[src/rtl/miracle_midi_uart.sv]
// rtl/miracle_midi_uart.sv - 31250-baud 8N1 MIDI UART for the Miracle Piano bridge.
// Define MIDI_THRU_EN to drive midi_thru from the synchronised receive line.
module miracle_midi_uart #(
    parameter int CLK_HZ = 21477000,
    parameter int BAUD   = 31250
) (
    input  logic        clk,
    input  logic        reset,
    input  logic        tx_start,
    input  logic [15:0] tx_data,
    output logic        tx_busy,
    output logic [15:0] rx_data,
    output logic        rx_int,
    output logic        rx_ferr,
    output logic        midi_txd,
    input  logic        midi_rxd,
    output logic        midi_thru
);
    localparam int DIV = CLK_HZ / BAUD;
    localparam int CW  = $clog2(DIV);
    localparam logic [CW-1:0] BIT_END  = CW'(DIV - 1);
    localparam logic [CW-1:0] HALF_END = CW'(DIV / 2 - 1);

    typedef enum logic [1:0] {T_IDLE, T_START, T_DATA, T_STOP} tx_state_e;
    typedef enum logic [2:0] {R_IDLE, R_START, R_DATA, R_STOP, R_BREAK} rx_state_e;

    tx_state_e     tx_state_q, tx_state_d;
    logic [CW-1:0] tx_cnt_q, tx_cnt_d;
    logic [2:0]    tx_bit_q, tx_bit_d;
    logic [7:0]    tx_shift_q, tx_shift_d;

    rx_state_e     rx_state_q, rx_state_d;
    logic [CW-1:0] rx_cnt_q, rx_cnt_d;
    logic [2:0]    rx_bit_q, rx_bit_d;
    logic [7:0]    rx_shift_q, rx_shift_d;
    logic [7:0]    rx_byte_q, rx_byte_d;
    logic          rx_int_q, rx_int_d;
    logic          rx_ferr_q, rx_ferr_d;
    logic          sync1_q, sync2_q, prev_q;

    logic unused_tx_hi;
    assign unused_tx_hi = ^tx_data[15:8];

    always_ff @(posedge clk) begin
        if (reset) begin
            tx_state_q <= T_IDLE;
            tx_cnt_q   <= '0;
            tx_bit_q   <= '0;
            tx_shift_q <= '0;
            rx_state_q <= R_IDLE;
            rx_cnt_q   <= '0;
            rx_bit_q   <= '0;
            rx_shift_q <= '0;
            rx_byte_q  <= '0;
            rx_int_q   <= 1'b0;
            rx_ferr_q  <= 1'b0;
            sync1_q    <= 1'b1;
            sync2_q    <= 1'b1;
            prev_q     <= 1'b1;
        end else begin
            tx_state_q <= tx_state_d;
            tx_cnt_q   <= tx_cnt_d;
            tx_bit_q   <= tx_bit_d;
            tx_shift_q <= tx_shift_d;
            rx_state_q <= rx_state_d;
            rx_cnt_q   <= rx_cnt_d;
            rx_bit_q   <= rx_bit_d;
            rx_shift_q <= rx_shift_d;
            rx_byte_q  <= rx_byte_d;
            rx_int_q   <= rx_int_d;
            rx_ferr_q  <= rx_ferr_d;
            sync1_q    <= midi_rxd;
            sync2_q    <= sync1_q;
            prev_q     <= sync2_q;
        end
    end

    // Transmitter: start requests are only honoured from idle, so no queueing.
    always_comb begin
        tx_state_d = tx_state_q;
        tx_cnt_d   = tx_cnt_q + CW'(1);
        tx_bit_d   = tx_bit_q;
        tx_shift_d = tx_shift_q;
        case (tx_state_q)
            T_IDLE: begin
                tx_cnt_d = '0;
                if (tx_start) begin
                    tx_state_d = T_START;
                    tx_shift_d = tx_data[7:0];
                end
            end
            T_START: begin
                if (tx_cnt_q == BIT_END) begin
                    tx_state_d = T_DATA;
                    tx_cnt_d   = '0;
                    tx_bit_d   = '0;
                end
            end
            T_DATA: begin
                if (tx_cnt_q == BIT_END) begin
                    tx_cnt_d   = '0;
                    tx_shift_d = {1'b0, tx_shift_q[7:1]};
                    tx_bit_d   = tx_bit_q + 3'd1;
                    if (tx_bit_q == 3'd7) tx_state_d = T_STOP;
                end
            end
            default: begin
                if (tx_cnt_q == BIT_END) begin
                    tx_state_d = T_IDLE;
                    tx_cnt_d   = '0;
                end
            end
        endcase
    end

    // Receiver: a start edge is confirmed at mid-bit, then each bit is sampled at its centre.
    always_comb begin
        rx_state_d = rx_state_q;
        rx_cnt_d   = rx_cnt_q + CW'(1);
        rx_bit_d   = rx_bit_q;
        rx_shift_d = rx_shift_q;
        rx_byte_d  = rx_byte_q;
        rx_int_d   = 1'b0;
        rx_ferr_d  = 1'b0;
        case (rx_state_q)
            R_IDLE: begin
                rx_cnt_d = '0;
                if (prev_q && !sync2_q) rx_state_d = R_START;
            end
            R_START: begin
                if (rx_cnt_q == HALF_END) begin
                    rx_cnt_d   = '0;
                    rx_bit_d   = '0;
                    rx_state_d = sync2_q ? R_IDLE : R_DATA;
                end
            end
            R_DATA: begin
                if (rx_cnt_q == BIT_END) begin
                    rx_cnt_d   = '0;
                    rx_shift_d = {sync2_q, rx_shift_q[7:1]};
                    rx_bit_d   = rx_bit_q + 3'd1;
                    if (rx_bit_q == 3'd7) rx_state_d = R_STOP;
                end
            end
            R_STOP: begin
                if (rx_cnt_q == BIT_END) begin
                    rx_cnt_d = '0;
                    if (sync2_q) begin
                        rx_byte_d  = rx_shift_q;
                        rx_int_d   = 1'b1;
                        rx_state_d = R_IDLE;
                    end else begin
                        rx_ferr_d  = 1'b1;
                        rx_state_d = R_BREAK;
                    end
                end
            end
            default: begin
                rx_cnt_d = '0;
                if (sync2_q) rx_state_d = R_IDLE;
            end
        endcase
    end

    always_comb begin
        tx_busy  = (tx_state_q != T_IDLE);
        midi_txd = 1'b1;
        if (tx_state_q == T_START) midi_txd = 1'b0;
        else if (tx_state_q == T_DATA) midi_txd = tx_shift_q[0];
        rx_data  = {8'h00, rx_byte_q};
        rx_int   = rx_int_q;
        rx_ferr  = rx_ferr_q;
    end

`ifdef MIDI_THRU_EN
    assign midi_thru = sync2_q;
`else
    assign midi_thru = 1'b1;
`endif

endmodule

[config.mk]
export PLATFORM = sky130hd
export DESIGN_NAME = miracle_midi_uart
export DESIGN_NICKNAME = d
export VERILOG_FILES = /design/src/rtl/miracle_midi_uart.sv
export SDC_FILE = /design/constraint.sdc
export NUM_CORES = 1
export LEC_CHECK = 0
export CAP_MARGIN = 20
export CORE_MARGIN = 2
export CORE_UTILIZATION = 40
export DETAILED_ROUTE_END_ITERATION = 12
export PLACE_DENSITY_LB_ADDON = 0.08
export SETUP_SLACK_MARGIN = 0.15
export SLEW_MARGIN = 25
export SYNTH_ARGS = -nofsm -noshare
export SYNTH_HDL_FRONTEND = slang
export SYNTH_SLANG_ARGS = --single-unit
[constraint.sdc]
create_clock -name clk -period 4.9 [get_ports clk]
set_input_delay 0.98 -clock clk [delete_from_list [all_inputs] [get_ports clk]]
set_output_delay 0.98 -clock clk [all_outputs]
set_load 0.05 [all_outputs]
# ---- Word level (Yosys, flattened, before mapping)
# Index checks and enable logic that the tools add are counted.
# W data, S select, Z words.
dict set report word_totals {
  elab_cells 90
  output_inout_bits 21
  inputBits 20
  reg_bits 60
}
dict set report classes {
  reduce_logical 20
  bitwise 2
  n_mux 31
  addsub 4
  n_eq_ne 19
}
# operator count
set op_table {}
lappend op_table {{$mux W3} 11}
lappend op_table {{$add A10 B1 Y10 const B} 2}
lappend op_table {{$eq A10 B10 Y1 const B} 2}
lappend op_table {{$mux W10} 2}
lappend op_table {{$pmux W10 S2} 1}
lappend op_table {{$ne A2 B2 Y1 const B} 9}
lappend op_table {{$mux W8} 2}
lappend op_table {{$pmux W8 S2} 1}
lappend op_table {{$mux W2} 6}
lappend op_table {{$pmux W3 S2} 2}
lappend op_table {{$pmux W3 S4} 1}
lappend op_table {{$reduce_and A3 Y1} 4}
lappend op_table {{$eq A10 B9 Y1 const B} 1}
lappend op_table {{$reduce_bool A2 Y1} 5}
lappend op_table {{$add A3 B1 Y3 const B} 2}
lappend op_table {{$eq A3 B2 Y1 const B} 2}
lappend op_table {{$eq A3 B3 Y1 const B} 2}
lappend op_table {{$pmux W2 S3} 1}
lappend op_table {{$reduce_and A6 Y1} 1}
lappend op_table {{$reduce_or A3 Y1} 2}
lappend op_table {{$reduce_and A5 Y1} 1}
lappend op_table {{$reduce_bool A5 Y1} 1}
lappend op_table {{$mux W1} 4}
lappend op_table {{$eq A3 B1 Y1 const B} 1}
lappend op_table {{9 further kinds} 10}

# ---- Longest topological paths before layout
# Gate-level depths: netlist (run 1).
dict set report logic_depth {
  ltp_word 4
  mapped_depth 8
  depth_no_buf 6
}

# ---- Worst setup path after synthesis (run 1)
# Ideal clock, no wire load.
dict set report synth_path {
  path_kind {reg2out}
  startpoint {reg tx_state_q[0]}
  endpoint {out midi_txd}
  t_arrival_ps 1777
  n_path_buf 2
  t_required_ps 3920
  path_slack_ps 2143
  stages_incl_launch_ff 6
  cell_sequence {dfxtp_1 -> inv_1 -> ha_1 -> buf_2 -> buf_1 -> a21oi_1}
}
dict set report synth_via {
  elab_chain_len 3
  word_cells_on_any_way 4
  classes_between {2 x eq/ne; 2 x mux}
}
# item line
set synth_lines {}
lappend synth_lines {{from (decl)} 27} ;# tx_state_e tx_state_q, tx_state_d;
lappend synth_lines {{from (signal assigned)} 61} ;# tx_state_q <= tx_state_d;
lappend synth_lines {{$eq A2 B2 Y1} 169} ;# else if (tx_state_q == T_DATA) midi_txd = tx_shift_q[0];
lappend synth_lines {{$mux W1} 169}
lappend synth_lines {{$mux W1 *} 168} ;# if (tx_state_q == T_START) midi_txd = 1'b0;
lappend synth_lines {{to (decl)} 15} ;# output logic midi_txd,
# Mark *: on every way between the ends. The rest lies on a longest branch, timed or not.

# ---- Worst setup path in the final report (run 1)
# Same ends and word-level chain as after synthesis.

==> results of run 1 <==
[power breakdown]
group	internal, W	switching, W
logic	0.0000820	0.000126
clock network	0.000351	0.000197
registers	0.000517	0.0000285
total	0.000951	0.000351
[path summary, 6_finish.rpt]
path | startpoint | to
worst max-delay path | tx_state_q[0]$_SDFFE_PP0P_ | midi_txd
worst min register to register | sync1_q$_SDFF_PP1_ | sync2_q$_SDFF_PP1_
worst max register to register | rx_state_q[1]$_SDFFE_PP0P_ | rx_bit_q[0]$_SDFFE_PP0P_
worst min-delay path | sync1_q$_SDFF_PP1_ | sync2_q$_SDFF_PP1_
[layout make-up]
| class | count | share of cell area |
|---|---|---|
| timing repair buffer | 24 | 0.07053 |
| clock buffer | 10 | 0.04171 |
| sequential | 60 | 0.3640 |
| inverter | 9 | 0.01024 |
| clock inverter | 6 | 0.03375 |
| multi-input combinational | 211 | 0.4433 |
| tap | 96 | 0.03640 |
[placed cells by master, fill, tap and decap left out, types with 3 or more instances in the layout]
cell                              netlist  final
sky130_fd_sc_hd__nor3_1                 3      3
sky130_fd_sc_hd__or2_2                  4      4
sky130_fd_sc_hd__a32oi_1                3      3
sky130_fd_sc_hd__a21oi_1               15     15
sky130_fd_sc_hd__and3_1                 5      5
sky130_fd_sc_hd__nand2_1                9      9
sky130_fd_sc_hd__nand3_1                8      8
sky130_fd_sc_hd__nor2b_1                5      5
sky130_fd_sc_hd__ha_1                  11     11
sky130_fd_sc_hd__xor2_1                 9      9
sky130_fd_sc_hd__conb_1                 2      9
sky130_fd_sc_hd__nand2b_1               5      5
sky130_fd_sc_hd__xnor2_1                7      7
sky130_fd_sc_hd__nand4_1                5      5
sky130_fd_sc_hd__clkbuf_8               0     10
sky130_fd_sc_hd__clkdlybuf4s50_1        0     22
sky130_fd_sc_hd__mux2i_1               24     24
sky130_fd_sc_hd__dfxtp_1               60     60
sky130_fd_sc_hd__a31oi_1                3      3
sky130_fd_sc_hd__bufinv_16              0      3
sky130_fd_sc_hd__a311oi_1               8      8
sky130_fd_sc_hd__nor2_1                44     44
sky130_fd_sc_hd__inv_1                  9      9
[routing by layer]
layer,vias up,global-route usage
met3,7,0.04901
met4,0,0.06294
met5,-,0
met1,952,0.1851
met2,35,0.2273
li1,1059,-
[metrics by stage]
step	setup WS, ns	hold WS [ns]
2_1_floorplan	2.143	0.3895
3_3_place_gp	1.953	0.3925
3_5_place_dp	1.935	0.4060
4_1_cts	1.606	0.4213
5_1_grt	1.462	0.4369
6_report	1.634	0.4178
[state kept, by name, indices dropped and copies added (netlist names)]
register,cells
sync2_q,1
tx_shift_q,8
rx_bit_q,3
rx_state_q,3
rx_shift_q,8
rx_int,1
prev_q,1
rx_ferr,1
rx_byte_q,8
rx_cnt_q,10
tx_state_q,2
sync1_q,1
tx_cnt_q,10
tx_bit_q,3
[synth_stat cells (2+ instances only)]
master / n
sky130_fd_sc_hd__buf_6: 2
sky130_fd_sc_hd__nand4_1: 5
sky130_fd_sc_hd__nor2b_1: 5
sky130_fd_sc_hd__dfxtp_1: 60
sky130_fd_sc_hd__a21oi_1: 15
sky130_fd_sc_hd__xnor2_1: 7
sky130_fd_sc_hd__inv_1: 9
sky130_fd_sc_hd__or3_1: 2
sky130_fd_sc_hd__a32oi_1: 3
sky130_fd_sc_hd__nand2b_1: 5
sky130_fd_sc_hd__and2_1: 2
sky130_fd_sc_hd__buf_2: 3
sky130_fd_sc_hd__conb_1: 2
sky130_fd_sc_hd__buf_4: 11
sky130_fd_sc_hd__mux2i_1: 24
sky130_fd_sc_hd__xor2_1: 9
sky130_fd_sc_hd__nor3_1: 3
sky130_fd_sc_hd__and4_1: 2
sky130_fd_sc_hd__ha_1: 11
sky130_fd_sc_hd__clkbuf_1: 6
sky130_fd_sc_hd__a21o_2: 2
sky130_fd_sc_hd__nand2_1: 9
sky130_fd_sc_hd__or2_2: 4
sky130_fd_sc_hd__nand3_1: 8
sky130_fd_sc_hd__and3_1: 5
sky130_fd_sc_hd__nor2_1: 44
sky130_fd_sc_hd__a31oi_1: 3
sky130_fd_sc_hd__a311oi_1: 8
[worst max-delay path, stage by stage, from the launching register on]
cell	delay, ns
sky130_fd_sc_hd__dfxtp_1	0.31
sky130_fd_sc_hd__inv_1	0.10
sky130_fd_sc_hd__ha_1	0.64
sky130_fd_sc_hd__a21oi_1	0.17
sky130_fd_sc_hd__clkdlybuf4s50_1	0.73
[cell families (layout without fill, tap and decap cells)]
logic type / Yosys count / count (layout) / share of synthesized area
and+or+nand+nor: 110 / 110 / 0.2163
DFF: 60 / 60 / 0.4263
AOI/OAI and AO/OA: 41 / 41 / 0.1070
buffers and inverters: 32 / 49 / 0.06394
muxes: 24 / 24 / 0.08526
xor gates and xnor gates: 16 / 16 / 0.04974
adders and majority gates: 11 / 11 / 0.04884
other: 2 / 9 / 0.002665
==> qor.log, run 1 <==
INFO  die            floorplan.core_area=0.006794mm²
INFO  global_routing globalRouteOverflowTotal=0
INFO  clock_network  cts_inserted_buffers=9
INFO  sta            fin_tns_setup=0ns
INFO  sta            worst_pin_slew=0.7333ns
INFO  clock_network  clock_sink_count=60
INFO  sta            fin_worst_skew=0.007337ns
INFO  placed_design  place_inst=400
INFO  clock_network  clock_latency=0.34ns
INFO  placed_design  routabilityCongestion=0.7425
INFO  power          ir_worst_vdd=210.8µV
INFO  finish         area.growth.synth_to_final=17.10%
INFO  synthesis      synth.top_cells.by_area=sky130_fd_sc_hd__dfxtp_1 (43%), sky130_fd_sc_hd__mux2i_1 (8.5%), sky130_fd_sc_hd__nor2_1 (5.9%), sky130_fd_sc_hd__ha_1 (4.9%), sky130_fd_sc_hd__buf_4 (2.9%)
INFO  die            placementRows=30
INFO  drt            detail_route.vias_per_cell=4.935
INFO  placed_design  place_hpwl=3338µm
INFO  clock_network  path_clk_slew=0.07ns
INFO  synthesis      postSynthAreaPerCell=9.519µm²
INFO  synthesis      yosysTopAreaCell=sky130_fd_sc_hd__dfxtp_1
INFO  drt            first_pass_iters=4
INFO  finish         multi_input_comb_area=0.001463mm²
INFO  clock_network  cts.htree.levels=3
INFO  placed_design  placement.cell_area=0.003055mm²
INFO  sta            relSlewSlack=0.5112
INFO  worst_setup_path timing_worst_setup_path_type=register to output pin
INFO  hold_path      hold_depth=1
INFO  finish         finalCoreUtilization=0.4856
INFO  drt            drtAntennaViolNets=0
INFO  run            cap_violations=0
INFO  clock_network  clk_root_buffer_cell=sky130_fd_sc_hd__clkbuf_8
INFO  synthesis      netlist_area=0.002818mm²
INFO  clock_network  max-clock-path-buffers=2
INFO  sta            fin_crit=3.266ns
INFO  finish         antenna_cells=0
INFO  synthesis      synth_seq_area_share=0.4263
INFO  synthesis      synth_seq_cells=60
INFO  die            die_height=87.93µm
INFO  power          design_power_total=0.001302W
INFO  worst_setup_path startpoint_type=register
INFO  worst_setup_path timing.reg2reg.worst_path_depth=4
INFO  placed_design  port_buffers=23
INFO  worst_setup_path worst-r2r-setup-slack=2.86ns
INFO  drt            initialDrtViolationCount=64
INFO  drt            routed-wl-met3=222µm
INFO  global_routing total_global_route_track_usage=0.1462
INFO  synthesis      async_reset_ff_frac=0
INFO  finish         filler_cell_count=661
INFO  drt            met2_wirelength=2293µm
INFO  synthesis      synthCells=296
INFO  sta            final_hold_vios=0
INFO  drt            wl_met1=2443µm
INFO  clock_network  cts_tree=built
INFO  worst_setup_path worstSetupEndpointType=output pin
INFO  finish         final_cell_count_no_fill=416
INFO  sta            rsz0062_at_grt=false
INFO  drt            routed_length_per_placed_instance=12.11µm
INFO  synthesis      yosys_warnings=0
INFO  global_routing grt_max_degree=28
INFO  clock_network  setup_repair_bufs_after_cts=0
INFO  die            die_w=87.93µm
INFO  clock_network  cts_resized=0
INFO  clock_network  postCtsHoldBufs=0
INFO  finish         final_non_filler_cell_area=0.003299mm²
INFO  drt            drt-total-wl=5037µm
INFO  sta            setup_violations=0
INFO  synthesis      synth_largest_type_area_fraction=0.4263
INFO  drt            route.detailed.drc=0
INFO  finish         finish.net_count=346
INFO  global_routing grt_antenna_before_repair=0
INFO  die            dieArea=0.007732mm²
INFO  power          pwr_density_cell=394.6mW/mm²
INFO  hold_path      min_path_type=register to register
INFO  synthesis      synthFlopType=sky130_fd_sc_hd__dfxtp_1
INFO  worst_setup_path req_time_crit_path=3.92ns
INFO  synthesis      number_of_enable_flip_flop_cells_after_synthesis=0
INFO  drt            top_layer=met4
INFO  die            initial_core_util=0.4147
INFO  sta            max_freq=0.3062GHz
INFO  global_routing grt_pass1_wl=8832µm
INFO  worst_setup_path cp_data_arrival_time=2.29ns
INFO  sta            final.period_utilization=0.6666
INFO  finish         area_used_by_sequential_logic_in_the_layout=0.001201mm²
INFO  finish         drive_gt1_frac=0.1094
INFO  die            top_level_ports=41
INFO  run_status     status=finished clean
INFO  sta            slew_violations=0
INFO  synthesis      synth_cell_types=55
INFO  worst_setup_path crit_fanout=17
INFO  drt            via_count=2053
INFO  global_routing grt_pass1_vias=1941
INFO  power          p_leak=1.271nW
Power figures use the tool's default switching activity.
==> inputs of run 2 (changes only) <==
Clock period 4.9 ns to 3.1 ns, I/O delays scaled along.
==> run 2 against run 1 <==
Compared with the run above:
- first-iteration DRC count decreased by 6.3%
- sequential cell count is the same
- total power increased by 59%
- combinational power up 59%
- sequential share of layout area decreased by 0.15 points
- clock skew rose by 0.0016 ns
- sequential power up 58%
- cell area increased by 0.42%
- register-to-register slack worse by 1.7 ns
- count of clock-buffer cells in the layout up 2
- clock power is 59% higher
- worst hold slack worse by 0.0087 ns
- critical endpoint is now tx_busy
- largest cell class unchanged
==> qor.log, run 2 (synthesized netlist as in run 1, its figures left out) <==
INFO  finish         layout_common_cells=sky130_fd_sc_hd__dfxtp_1 (60), sky130_fd_sc_hd__nor2_1 (44), sky130_fd_sc_hd__mux2i_1 (24)
INFO  global_routing grt_pass1_vias=1848 [-4.8%]
INFO  die            placementRows=30 [unchanged]
INFO  finish         finish.net_count=347 [+0.29%]
INFO  drt            first_pass_iters=4 [unchanged]
INFO  clock_network  postCtsHoldBufs=0 [unchanged]
INFO  die            die_w=87.93µm [unchanged]
INFO  power          p_leak=1.281nW [+0.75%]
INFO  drt            via_count=2048 [-0.24%]
INFO  worst_setup_path startpoint_type=register
INFO  drt            drt-total-wl=4965µm [-1.4%]
INFO  worst_setup_path crit_fanout=7 [-10]
INFO  finish         reg.largest.list=rx_cnt_q (10), tx_cnt_q (10)
INFO  sta            fin_tns_setup=0ns [unchanged]
INFO  die            top_level_ports=41 [unchanged]
INFO  global_routing grt_pass1_wl=8397µm [-4.9%]
INFO  sta            final.period_utilization=0.8115
INFO  clock_network  clock_sink_count=60 [unchanged]
INFO  run            cap_violations=0 [unchanged]
INFO  worst_setup_path worstSetupEndpointType=output pin
INFO  sta            final_hold_vios=0 [unchanged]
INFO  die            die_height=87.93µm [unchanged]
INFO  global_routing total_global_route_track_usage=0.1424 [-0.003826]
INFO  global_routing grt_max_degree=37 [+32%]
INFO  power          power.internal=0.001525W [+60%]
INFO  drt            wl_met1=2434µm [-0.37%]
INFO  placed_design  place_inst=401 [+0.25%]
INFO  drt            routed-wl-met3=202µm [-9.0%]
INFO  finish         layout.cells.most_common=sky130_fd_sc_hd__dfxtp_1
INFO  clock_network  cts.htree.levels=3 [unchanged]
INFO  clock_network  setup_repair_bufs_after_cts=0 [unchanged]
INFO  clock_network  cts_resized=0 [unchanged]
INFO  clock_network  clock_latency=0.34ns [about the same]
INFO  global_routing globalRouteOverflowTotal=0 [unchanged]
INFO  drt            routed_length_per_placed_instance=11.91µm [-1.7%]
INFO  worst_setup_path path_delay_family=buffers and inverters
INFO  finish         drive_gt1_frac=0.1059 [-0.003456]
INFO  power          share_seq_of_total_power=0.418 [about the same]
INFO  sta            fin_crit=2.516ns
INFO  sta            relSlewSlack=0.6425 [+0.1314]
INFO  worst_setup_path worst_path_most_repeated_cell=sky130_fd_sc_hd__inv_1
INFO  drt            top_layer=met4
INFO  die            initial_core_util=0.4147 [unchanged]
INFO  power          pwr_density_cell=623.7mW/mm² [+58%]
INFO  global_routing grt_antenna_before_repair=0 [unchanged]
INFO  clock_network  cts_tree=built
INFO  worst_setup_path path_buf_inv=3 [+1]
INFO  power          p_sw=0.0005409W [+54%]
INFO  hold_path      min_path_type=register to register
INFO  sta            slew_violations=0 [unchanged]
INFO  worst_setup_path critPathSlowestCell=sky130_fd_sc_hd__clkdlybuf4s50_1
INFO  clock_network  cts_inserted_buffers=9 [unchanged]
INFO  clock_network  max-clock-path-buffers=2 [unchanged]
INFO  power          design_power_total=0.002066W [+59%]
INFO  sta            hold_ws=0.4091ns [-0.008690 ns]
INFO  worst_setup_path timing_worst_setup_path_type=register to output pin
INFO  placed_design  port_buffers=23 [unchanged]
INFO  worst_setup_path cp_data_arrival_time=1.90ns [-0.39 ns]
INFO  die            floorplan.core_area=0.006794mm² [unchanged]
INFO  finish         final_cell_count_no_fill=417 [+0.24%]
INFO  sta            fin_worst_skew=0.008971ns [+0.001634 ns]
INFO  drt            initialDrtViolationCount=60 [-6.3%]
INFO  finish         filler_cell_count=660 [-0.15%]
INFO  run_status     status=finished clean
INFO  drt            drtAntennaViolNets=0 [unchanged]
INFO  power          ir_worst_vdd=517.8µV [+150%]
INFO  power          pwr-share-clk=0.423 [+0.002]
INFO  power          switching_share=0.2618 [-0.008120]
INFO  drt            met2_wirelength=2261µm [-1.4%]
INFO  finish         area.growth.synth_to_final=17.58%
INFO  clock_network  clk_root_buffer_cell=sky130_fd_sc_hd__clkbuf_8
INFO  finish         antenna_cells=0 [unchanged]
INFO  sta            worst_pin_slew=0.5362ns [-0.1971 ns]
INFO  worst_setup_path cpPeakStageDelay=0.79ns [+0.06 ns]
INFO  die            dieArea=0.007732mm² [unchanged]
INFO  worst_setup_path crit_chain=inv_1, ha_1, inv_1, clkdlybuf4s50_1
INFO  sta            setup_violations=0 [unchanged]
INFO  clock_network  path_clk_slew=0.07ns [about the same]
INFO  worst_setup_path req_time_crit_path=2.48ns [-1.44 ns]
INFO  drt            detail_route.vias_per_cell=4.911 [-0.48%]
INFO  power          share_comb_of_total_power=0.159 [about the same]
INFO  placed_design  routabilityCongestion=0.7298 [-1.7%]
INFO  placed_design  place_hpwl=3294µm [-1.3%]
INFO  sta            max_freq=0.3975GHz
INFO  sta            rsz0062_at_grt=false
INFO  drt            route.detailed.drc=0 [unchanged]
==> run 2: changes by cell type in the layout (fill, tap and decap cells not counted), sizes merged <==
cell           change
clkinvlp           -1
clkbuf             +2
clkinv             -1
clkdlybuf4s50      +1
==> run 2: layout make-up <==
type                       count  area (µm²)  share of cell area
tap                           96       120.1             0.03625
timing repair buffer          25       245.2             0.07402
inverter                       9       33.78             0.01020
multi-input combinational    211        1463              0.4415
clock inverter                 4       95.09             0.02870
clock buffer                  12       155.1             0.04683
sequential                    60        1201              0.3625
==> run 2: final timing paths <==
path / start / end / depth (start not counted) / slack, ns
max: tx_state_q[1]$_SDFFE_PP0P_ / tx_busy / 4 / 0.58
min: sync1_q$_SDFF_PP1_ / sync2_q$_SDFF_PP1_ / 1 / 0.41
max reg2reg: rx_state_q[1]$_SDFFE_PP0P_ / rx_bit_q[0]$_SDFFE_PP0P_ / 4 / 1.13
min reg2reg: sync1_q$_SDFF_PP1_ / sync2_q$_SDFF_PP1_ / 1 / 0.41
==> run 2: worst reg2reg max path, stage by stage (launching register included) <==
cell and delay, ns:
sky130_fd_sc_hd__dfxtp_1 0.46, sky130_fd_sc_hd__nor3b_1 0.47, sky130_fd_sc_hd__nand4_2 0.48, sky130_fd_sc_hd__or2_0 0.36
sky130_fd_sc_hd__a21oi_1 0.13
==> run 2: power by group through the flow <==
stage	Sequential (W)	Clock (W)	Combinational, W
after floorplan	0.000866	0	0.000280
after global placement	0.000879	0	0.000330
after detailed placement	0.000879	0	0.000331
after CTS	0.000862	0.000906	0.000332
after global routing	0.000870	0.000938	0.000365
final	0.000863	0.000874	0.000330
==> run 2: per-stage QoR <==
| step | util | setup WS [ns] | instance area (µm²) |
|---|---|---|---|
| global route | 0.4877 | 0.4632 | 3313 |
| floorplan | - | 0.7030 | 2844 |
| finish | 0.4877 | 0.5843 | 3313 |
| CTS | 0.4877 | 0.5451 | 3313 |
| global placement | 0.4508 | 0.9131 | 3063 |
| detailed placement | 0.4508 | 0.8940 | 3063 |
==> run 2: metal layers <==
layer,track usage,vias up
li1,-,1057
met1,0.1768,953
met2,0.2142,33
met3,0.06503,5
met4,0.05874,0
met5,0,-
